$ cat config.mk
export PLATFORM = sky130hd
export DESIGN_NAME = debug_mem_loader
export DESIGN_NICKNAME = d
export VERILOG_FILES = /design/src/rtl/debug_mem_loader.sv
export SDC_FILE = /design/constraint.sdc
export NUM_CORES = 1
export LEC_CHECK = 0
export CAP_MARGIN = 20
export CELL_PAD_IN_SITES_DETAIL_PLACEMENT = 0
export CELL_PAD_IN_SITES_GLOBAL_PLACEMENT = 1
export CORE_UTILIZATION = 35
export DETAILED_ROUTE_END_ITERATION = 10
export HOLD_SLACK_MARGIN = 0.05
export PLACE_DENSITY = 0.92
export SLEW_MARGIN = 30
export SYNTH_ARGS = -nofsm -noshare
export SYNTH_HDL_FRONTEND = slang
export SYNTH_SLANG_ARGS = --single-unit
$ cat constraint.sdc
create_clock -name CPU_CLK -period 2.5 [get_ports CPU_CLK]
set_input_delay 0.5 -clock CPU_CLK [delete_from_list [all_inputs] [get_ports CPU_CLK]]
set_output_delay 0.5 -clock CPU_CLK [all_outputs]
set_load 0.1 [all_outputs]
$ cat src/rtl/debug_mem_loader.sv
// Byte-serial debug loader: a command stream writes or reads one word of InstRAM or DataRAM.
// Latency: writes reach the RAM 1 cycle after the last data byte; read data is captured 2 cycles after the last address byte.
// Backpressure: rx_ready is high only while collecting a command, and tx_valid holds its byte until tx_ready.
module debug_mem_loader #(
  parameter int TIMEOUT_CYCLES = 50000
) (
  input  logic        CPU_CLK,
  input  logic        CPU_RST,
  input  logic        rx_valid,
  input  logic [7:0]  rx_data,
  output logic        rx_ready,
  output logic        tx_valid,
  output logic [7:0]  tx_data,
  input  logic        tx_ready,
  output logic        busy,
  output logic [31:0] CPU_Debug_InstRAM_A2,
  output logic [31:0] CPU_Debug_InstRAM_WD2,
  output logic [3:0]  CPU_Debug_InstRAM_WE2,
  input  logic [31:0] CPU_Debug_InstRAM_RD2,
  output logic [31:0] CPU_Debug_DataRAM_A2,
  output logic [31:0] CPU_Debug_DataRAM_WD2,
  output logic [3:0]  CPU_Debug_DataRAM_WE2,
  input  logic [31:0] CPU_Debug_DataRAM_RD2
);

  // The abort fires on the idle cycle that would take the counter to TIMEOUT_CYCLES.
  localparam logic [15:0] TMO_LAST = 16'(TIMEOUT_CYCLES - 1);

  typedef enum logic [2:0] {
    S_IDLE, S_ADDR, S_DATA, S_WRITE, S_RD_ADDR, S_RD_CAP, S_RESP
  } state_t;

  state_t      r_state, w_next;
  logic [1:0]  r_cnt;        // byte index within the addr/data field or the response
  logic [1:0]  r_resp_last;  // index of the final response byte
  logic [15:0] r_tmo;
  logic [31:0] r_addr, r_data, r_resp;
  logic        r_is_read, r_sel_dram;

  logic        w_rx_rdy, w_tx_vld, w_rx_acc, w_tx_acc;
  logic        w_in_frame, w_tmo_hit, w_opc_ok;
  logic [31:0] w_ram_a, w_ram_wd;
  logic [3:0]  w_ram_we;

  assign w_in_frame = (r_state == S_ADDR) || (r_state == S_DATA);
  assign w_rx_rdy   = !CPU_RST && ((r_state == S_IDLE) || w_in_frame);
  assign w_tx_vld   = !CPU_RST && (r_state == S_RESP);
  assign rx_ready   = w_rx_rdy;
  assign tx_valid   = w_tx_vld;
  assign w_rx_acc   = rx_valid && w_rx_rdy;
  assign w_tx_acc   = w_tx_vld && tx_ready;
  assign w_tmo_hit  = w_in_frame && !w_rx_acc && (r_tmo == TMO_LAST);
  assign w_opc_ok   = (rx_data == 8'h01) || (rx_data == 8'h02) ||
                      (rx_data == 8'h03) || (rx_data == 8'h04);

  // State register.
  always_ff @(posedge CPU_CLK) begin
    if (CPU_RST) r_state <= S_IDLE;
    else         r_state <= w_next;
  end

  // Next-state decode plus response byte, busy and RAM port steering.
  always_comb begin
    w_next   = r_state;
    tx_data  = 8'h00;
    busy     = !CPU_RST && (r_state != S_IDLE);
    w_ram_a  = 32'h0;
    w_ram_wd = 32'h0;
    w_ram_we = 4'h0;
    CPU_Debug_InstRAM_A2  = 32'h0;
    CPU_Debug_InstRAM_WD2 = 32'h0;
    CPU_Debug_InstRAM_WE2 = 4'h0;
    CPU_Debug_DataRAM_A2  = 32'h0;
    CPU_Debug_DataRAM_WD2 = 32'h0;
    CPU_Debug_DataRAM_WE2 = 4'h0;
    case (r_state)
      S_IDLE: begin
        if (w_rx_acc) w_next = w_opc_ok ? S_ADDR : S_RESP;
      end
      S_ADDR: begin
        if (w_rx_acc && (r_cnt == 2'd3)) w_next = r_is_read ? S_RD_ADDR : S_DATA;
        else if (w_tmo_hit)              w_next = S_RESP;
      end
      S_DATA: begin
        if (w_rx_acc && (r_cnt == 2'd3)) w_next = S_WRITE;
        else if (w_tmo_hit)              w_next = S_RESP;
      end
      S_WRITE: begin
        w_ram_a  = {r_addr[31:2], 2'b00};
        w_ram_wd = r_data;
        w_ram_we = 4'hF;
        w_next   = S_RESP;
      end
      S_RD_ADDR: begin
        w_ram_a = {r_addr[31:2], 2'b00};
        w_next  = S_RD_CAP;
      end
      S_RD_CAP: begin
        w_ram_a = {r_addr[31:2], 2'b00};
        w_next  = S_RESP;
      end
      S_RESP: begin
        if (w_tx_acc && (r_cnt == r_resp_last)) w_next = S_IDLE;
      end
      default: w_next = S_IDLE;
    endcase
    if (w_tx_vld) begin
      case (r_cnt)
        2'd0:    tx_data = r_resp[7:0];
        2'd1:    tx_data = r_resp[15:8];
        2'd2:    tx_data = r_resp[23:16];
        default: tx_data = r_resp[31:24];
      endcase
    end
    if (!CPU_RST) begin
      if (r_sel_dram) begin
        CPU_Debug_DataRAM_A2  = w_ram_a;
        CPU_Debug_DataRAM_WD2 = w_ram_wd;
        CPU_Debug_DataRAM_WE2 = w_ram_we;
      end else begin
        CPU_Debug_InstRAM_A2  = w_ram_a;
        CPU_Debug_InstRAM_WD2 = w_ram_wd;
        CPU_Debug_InstRAM_WE2 = w_ram_we;
      end
    end
  end

  // Command assembly, idle timeout, read capture and response byte sequencing.
  always_ff @(posedge CPU_CLK) begin
    if (CPU_RST) begin
      r_cnt       <= 2'd0;
      r_resp_last <= 2'd0;
      r_tmo       <= 16'd0;
      r_addr      <= 32'h0;
      r_data      <= 32'h0;
      r_resp      <= 32'h0;
      r_is_read   <= 1'b0;
      r_sel_dram  <= 1'b0;
    end else begin
      r_tmo <= 16'd0;
      case (r_state)
        S_IDLE: begin
          r_cnt <= 2'd0;
          if (w_rx_acc) begin
            r_is_read  <= (rx_data == 8'h02) || (rx_data == 8'h04);
            r_sel_dram <= (rx_data == 8'h03) || (rx_data == 8'h04);
            if (!w_opc_ok) begin
              r_resp      <= 32'h0000_00EE;
              r_resp_last <= 2'd0;
            end
          end
        end
        S_ADDR, S_DATA: begin
          if (w_rx_acc) begin
            if (r_state == S_ADDR) r_addr[{r_cnt, 3'b000} +: 8] <= rx_data;
            else                   r_data[{r_cnt, 3'b000} +: 8] <= rx_data;
            r_cnt <= r_cnt + 2'd1;
          end else if (w_tmo_hit) begin
            // Drop the partial frame so nothing stale survives into the next command.
            r_addr      <= 32'h0;
            r_data      <= 32'h0;
            r_cnt       <= 2'd0;
            r_resp      <= 32'h0000_00EE;
            r_resp_last <= 2'd0;
          end else begin
            r_tmo <= r_tmo + 16'd1;
          end
        end
        S_WRITE: begin
          r_cnt       <= 2'd0;
          r_resp      <= 32'h0000_00AA;
          r_resp_last <= 2'd0;
        end
        S_RD_CAP: begin
          r_cnt       <= 2'd0;
          r_resp      <= r_sel_dram ? CPU_Debug_DataRAM_RD2 : CPU_Debug_InstRAM_RD2;
          r_resp_last <= 2'd3;
        end
        S_RESP: begin
          if (w_tx_acc) r_cnt <= (r_cnt == r_resp_last) ? 2'd0 : r_cnt + 2'd1;
        end
        default: ;
      endcase
    end
  end

endmodule

==> flow_summary_export.csv, run 1 <==
group,metric,value,unit
sta,hold_violations,0,
worst_setup_path,cp-end-kind,"output port",
routing,drtAntennaViolNets,0,
sta,fin_ws,-57.9,ps
layout,most-common-layout-cells,"buf_12, dfxtp_1, clkdlybuf4s50_1",
global_route,antenna_found_initial,0,
layout,syn_to_final_growth,74.9,%
placed_design,dpl.hpwl,16400,um
clock_network,cts_max_level,4,
sta,final-max-slew-violation-count,0,
sta,grt_setup_unrepaired,"true",
flow_run,cap_violations,0,
floorplan,fp.coreArea,20200,sq um
worst_setup_path,critPathRequiredTime,2000,ps
worst_setup_path,crit_slowest_cell,"dfxtp_4",
worst_setup_path,arrival,2060,ps
worst_setup_path,cp-start-kind,"register",
sta,max_freq,391,MHz
clock_network,cts_tree,"yes",
placed_design,detailedPlace.worstSlack,-102,ps
logic_synthesis,yosys_warnings,0,
clock_network,holdBufCountCts,0,
global_route,grt_pass1_vias,6672,
placed_design,postPlaceCellArea,11400,sq um
worst_hold_path,hold_class,"in2reg",
clock_network,clk_latency,420,ps
sta,period_share,102,%
floorplan,dieArea,21100,sq um
power,pwr-share-clk,34.0,%
floorplan,rows,52,
placed_design,gp_congestion,0.855,
status,status,"finished with violations",
worst_setup_path,rr_worst_depth,5,
power,power.leakage,0.00462,uW
global_route,grt_usage,21.2,%
floorplan,die_h,145,um
routing,vias,7109,
power,vdd_drop_max,751,uV
power,p_comb_share,33.8,%
layout,fin_area,12600,sq um
routing,post-route-drc-count,0,
worst_hold_path,hold_depth,2,
worst_setup_path,crit_family,"compound AO/OA/AOI/OAI gates",
floorplan,initial_core_util,35.7,%
logic_synthesis,avgSynthCellArea,8.58,sq um
power,seq_power_share,32.2,%
clock_network,cts_root_buf,"clkbuf_16",
layout,fin_util,62.4,%
floorplan,dieWidth,145,um
worst_setup_path,slowest_delay,370,ps
worst_setup_path,critPathMaxFanout,6,
logic_synthesis,synthArstFlopShare,0,%
clock_network,clk_pin_slew,50,ps
sta,period_minus_slack,2560,ps
worst_setup_path,path_cells,"inv_4, ha_4, buf_6, a222oi_1, nor2_1, a21oi_2, nor2_4, buf_12",
status,failed_checks,"setup timing",
routing,wl_per_cell,17.5,um
sta,fin_skew,8.11,ps
logic_synthesis,synth_flop_cell,"dfxtp_1",
power,swShare,34.1,%
sta,finalSetupViolations,3,
logic_synthesis,synthCells,838,
floorplan,io_pins,223,
layout,drive_above_1_share,41.4,%
logic_synthesis,synth_area,7190,sq um
layout,final_common_cell,"buf_12",
global_route,grt_max_degree,55,
routing,routed_wirelength,23600,um
logic_synthesis,synthDistinctLibCells,63,
power,p_per_area,532,nW/um^2
logic_synthesis,seq_area_frac_synth,32.8,%
global_route,grt_overflow,0,
layout,antennaDiodeCount,0,
clock_network,clk_path_buf_depth,2,
power,p_sw,2280,uW
routing,dr.pass1.iters,6,
power,internal-power,4410,uW
logic_synthesis,synth_edf_count,0,
worst_setup_path,crit_cells,8,
worst_setup_path,path_buf_inv,3,
clock_network,cts_buffers,17,
layout,nNetsFinal,1152,
worst_setup_path,critPathKind,"reg2out",
clock_network,clock-sinks,118,
routing,dr.first_iter.drc_count,363,
global_route,grt_pass1_wl,35600,um
sta,relSlewSlack,43.1,%
routing,vias_per_cell,5.27,
sta,tightestPinTransition,854,ps
placed_design,numPortBuffers,218,
logic_synthesis,ys_seq_elements,118,
-- worst paths after layout --
| check | from | to | slack, ps |
|---|---|---|---|
| min | CPU_RST | r_is_read$_SDFFE_PP0P_ | 460 |
| max | r_cnt[1]$_SDFFE_PP0P_ | tx_data[5] | -60 |
| min reg2reg | r_addr[11]$_SDFFE_PP0P_ | r_addr[11]$_SDFFE_PP0P_ | 470 |
| max reg2reg | r_state[2]$_SDFFE_PP0P_ | r_addr[31]$_SDFFE_PP0P_ | 210 |
-- sequential cells by signal, summed over array words and instances, names as in the netlist --
name         cells
r_data          32
r_resp          32
r_addr          30
r_tmo           16
r_state          3
r_cnt            2
r_is_read        1
r_resp_last      1
r_sel_dram       1
-- cells by family (layout without fill, tap and decap cells) --
kind of cell | Yosys count | after routing | share of synthesized area [%]
compound gates | 155 | 155 | 19.5
flops | 118 | 118 | 32.8
fa+ha+maj | 7 | 7 | 1.22
buf+inv | 138 | 376 | 8.40
other cells | 1 | 4 | 0.0521
mux | 65 | 65 | 9.05
xor+xnor | 16 | 16 | 1.95
simple gates | 338 | 338 | 27.0
-- layer usage --
metal | part of all wire [%] | vias to the layer above | GRT usage [%]
li1 | - | 3410 | -
met1 | 41 | 3373 | 25.9
met2 | 50 | 291 | 36.6
met3 | 6.6 | 35 | 4.89
met4 | 1.8 | 0 | 7.00
met5 | 0 | - | 0
-- area by class of cell --
| cell class | count | area (sq um) |
|---|---|---|
| well taps | 270 | 338 |
| inverters | 54 | 208 |
| clock buffers | 25 | 505 |
| fillers | 1598 | 7590 |
| multi-input cells | 585 | 4700 |
| clock inverters | 4 | 45.0 |
| flip-flops and latches | 118 | 2380 |
| repair buffers | 293 | 4400 |
-- power by group through the flow --
stage,sequential [uW],combinational (uW),clock (uW)
final,2160,2260,2280
after global routing,2170,2420,2380
after CTS,2150,2020,2310
after global placement,2170,1950,0
after detailed placement,2180,1960,0
after floorplan,2110,1400,0
-- synth_stat cells (all sizes together), types with 7 or more instances --
| library cell | instances | area share, % |
|---|---|---|
| a21oi | 18 | 1.3 |
| a222oi | 8 | 1.1 |
| a32o | 8 | 1.1 |
| and2 | 124 | 11 |
| buf | 34 | 3.0 |
| clkbuf | 50 | 2.6 |
| dfxtp | 118 | 33 |
| ha | 7 | 1.2 |
| inv | 54 | 2.8 |
| mux2i | 65 | 9.0 |
| nand2 | 71 | 3.7 |
| nand3 | 17 | 1.2 |
| nand4 | 7 | 0.61 |
| nand4b | 24 | 2.9 |
| nor2 | 39 | 2.1 |
| nor2b | 12 | 1.0 |
| nor3 | 13 | 1.1 |
| nor4 | 7 | 0.61 |
| o211ai | 43 | 4.5 |
| o21a | 7 | 0.73 |
| o21ai | 17 | 1.4 |
| o32ai | 26 | 5.8 |
| xnor2 | 12 | 1.5 |
-- repair_timing --
action | CTS | global route
endpoints found under the setup margin | 99 | 124
buffers inserted | 3 | 15
resized for setup | 41 | 59
pin swaps | 7 | 9
cloned | 1 | 8
-- worst register-to-register path: stages, from the launching register on --
cell      delay [ps]
dfxtp_4          420
clkbuf_2         200
buf_4            410
or3_1            430
o21a_1           510
mux2i_1          250
-- stage by stage --
step | power (uW) | std cells | hold slack, ps | setup TNS, ps
after floorplan | 3500 | 841 | 438 | -483
after global placement | 4120 | 1293 | 452 | -1490
after detailed placement | 4140 | 1293 | 463 | -1900
after CTS | 6480 | 1326 | 423 | -20.6
after global routing | 6970 | 1349 | 475 | -1480
final | 6690 | 1349 | 462 | -112
No activity file was read; power rests on OpenSTA's default activity.
==> inputs of run 2 (changes only) <==
--- a/config.mk
+++ b/config.mk
@@ -11,6 +11,7 @@
 export CORE_UTILIZATION = 35
 export DETAILED_ROUTE_END_ITERATION = 10
 export HOLD_SLACK_MARGIN = 0.05
+export MAX_ROUTING_LAYER = met4
 export PLACE_DENSITY = 0.92
 export SLEW_MARGIN = 30
 export SYNTH_ARGS = -nofsm -noshare
==> constraint.sdc (replaced) <==
create_clock -name CPU_CLK -period 2.5 [get_ports CPU_CLK]
set_input_delay 0.5 -clock CPU_CLK [delete_from_list [all_inputs] [get_ports CPU_CLK]]
set_output_delay 0.5 -clock CPU_CLK [all_outputs]
set_load 0.005 [all_outputs]
==> flow_summary_export.csv, run 2 (synthesized netlist as in run 1, its figures left out) <==
group,metric,value,unit
routing,vias_per_cell,5.19,
global_route,grt_usage,22.2,%
layout,multi_input_area,4410,sq um
worst_setup_path,cp-end-kind,"output port",
routing,drtAntennaViolNets,0,
layout,nNetsFinal,1179,
sta,max_freq,392,MHz
placed_design,numPortBuffers,218,
floorplan,dieWidth,145,um
routing,vias,7141,
sta,fin_skew,7.17,ps
placed_design,dpl.hpwl,15300,um
floorplan,dieArea,21100,sq um
layout,nFillCells,1875,
worst_setup_path,arrival,2050,ps
clock_network,clk_latency,420,ps
routing,routed_wirelength,22800,um
flow_run,cap_violations,0,
power,power.leakage,0.00434,uW
clock_network,clk_pin_slew,50,ps
sta,fin_ws,-48.8,ps
clock_network,clock-sinks,118,
sta,tightestPinTransition,816,ps
placed_design,postPlaceCellArea,9880,sq um
status,failed_checks,"setup timing",
sta,grt_setup_unrepaired,"true",
layout,antennaDiodeCount,0,
sta,fin_hold_ws,460,ps
power,p_per_area,630,nW/um^2
floorplan,rows,52,
sta,finalSetupViolations,2,
routing,dr.first_iter.drc_count,332,
layout,most-common-layout-cells,"and2_1, dfxtp_1, clkdlybuf4s50_1, buf_4, nand2_1",
layout,ff_latch_area,2380,sq um
worst_setup_path,critPathMaxFanout,7,
worst_hold_path,hold_class,"reg2reg",
clock_network,cts_tree,"yes",
global_route,antenna_found_initial,0,
sta,period_share,102,%
sta,period_minus_slack,2550,ps
status,status,"finished with violations",
floorplan,initial_core_util,35.7,%
layout,drive_above_1_share,24.8,%
clock_network,clk_path_buf_depth,2,
layout,syn_to_final_growth,48.8,%
routing,post-route-drc-count,0,
placed_design,gp_congestion,0.846,
sta,final-max-slew-violation-count,0,
layout,largestRegisters,"r_data x32, r_resp x32, r_addr x30",
sta,relSlewSlack,45.6,%
global_route,grt_pass1_wl,36200,um
layout,final_common_cell,"and2_1",
layout,fin_area,10700,sq um
clock_network,cts_root_buf,"clkbuf_16",
placed_design,detailedPlace.worstSlack,-61.5,ps
global_route,grt_overflow,0,
routing,wl_per_cell,16.5,um
clock_network,cts_max_level,4,
worst_setup_path,critPathRequiredTime,2000,ps
global_route,grt_pass1_vias,6985,
routing,dr.pass1.iters,5,
global_route,grt_max_degree,58,
floorplan,io_pins,223,
worst_setup_path,critPathKind,"reg2out",
clock_network,cts_buffers,17,
sta,hold_violations,0,
power,vdd_drop_max,491,uV
worst_setup_path,r2r_slack,320,ps
worst_setup_path,cp-start-kind,"register",
floorplan,fp.coreArea,20200,sq um
floorplan,die_h,145,um
run 2: cell type report:
type / instances / area share (%)
clock inverters: 8 / 1.15
flip-flops and latches: 118 / 22.3
multi-input cells: 585 / 41.2
inverters: 54 / 1.94
repair buffers: 320 / 25.8
clock buffers: 22 / 4.52
well taps: 270 / 3.16
run 2: through the flow:
stage | power (uW) | instances | util, % | setup TNS, ps
after global placement | 3910 | 1308 | 49.0 | -311
final | 6750 | 1377 | 53.1 | -62.4
after global routing | 7030 | 1377 | 53.1 | -689
after floorplan | 3300 | 841 | - | 0
after CTS | 6690 | 1368 | 53.4 | -293
after detailed placement | 3920 | 1308 | 49.0 | -967
run 2: path summary, 6_finish.rpt:
path | depth (start not counted) | start | to
setup / recovery | 8 | r_cnt[1]$_SDFFE_PP0P_ | tx_data[6]
hold / removal | 2 | r_addr[13]$_SDFFE_PP0P_ | r_addr[13]$_SDFFE_PP0P_
setup reg to reg | 6 | r_state[0]$_SDFFE_PP0P_ | r_addr[4]$_SDFFE_PP0P_
hold reg to reg | 2 | r_addr[13]$_SDFFE_PP0P_ | r_addr[13]$_SDFFE_PP0P_
run 2: what timing repair did:
action,CTS,global route
resized for setup,213,181
setup buffers,23,10
pin swaps,11,21
hold buffers,0,0
gates cloned,7,1
endpoints found under the setup margin,140,52
endpoints found under the hold margin,0,0
run 2: critical path, cell delays in order (launching register included):
cell	delay [ps]
dfxtp_4	360
buf_6	120
ha_4	190
buf_4	140
a222oi_1	320
nor2_1	70
a21oi_1	130
nor2_1	50
dlygate4sd2_1	260
run 2: power breakdown:
group          internal [uW]  total, uW  switching [uW]
clock network           1660       2510             858
logic                    920       2090            1170
registers               2020       2140             120
run 2: routing by layer:
| layer | up-vias | GRT usage [%] | wire (um) |
|---|---|---|---|
| li1 | 3462 | - | - |
| met5 | - | - | 0 |
| met1 | 3332 | 25.4 | 9720 |
| met4 | 0 | 9.05 | 732 |
| met2 | 290 | 37.6 | 11100 |
| met3 | 57 | 4.61 | 1270 |
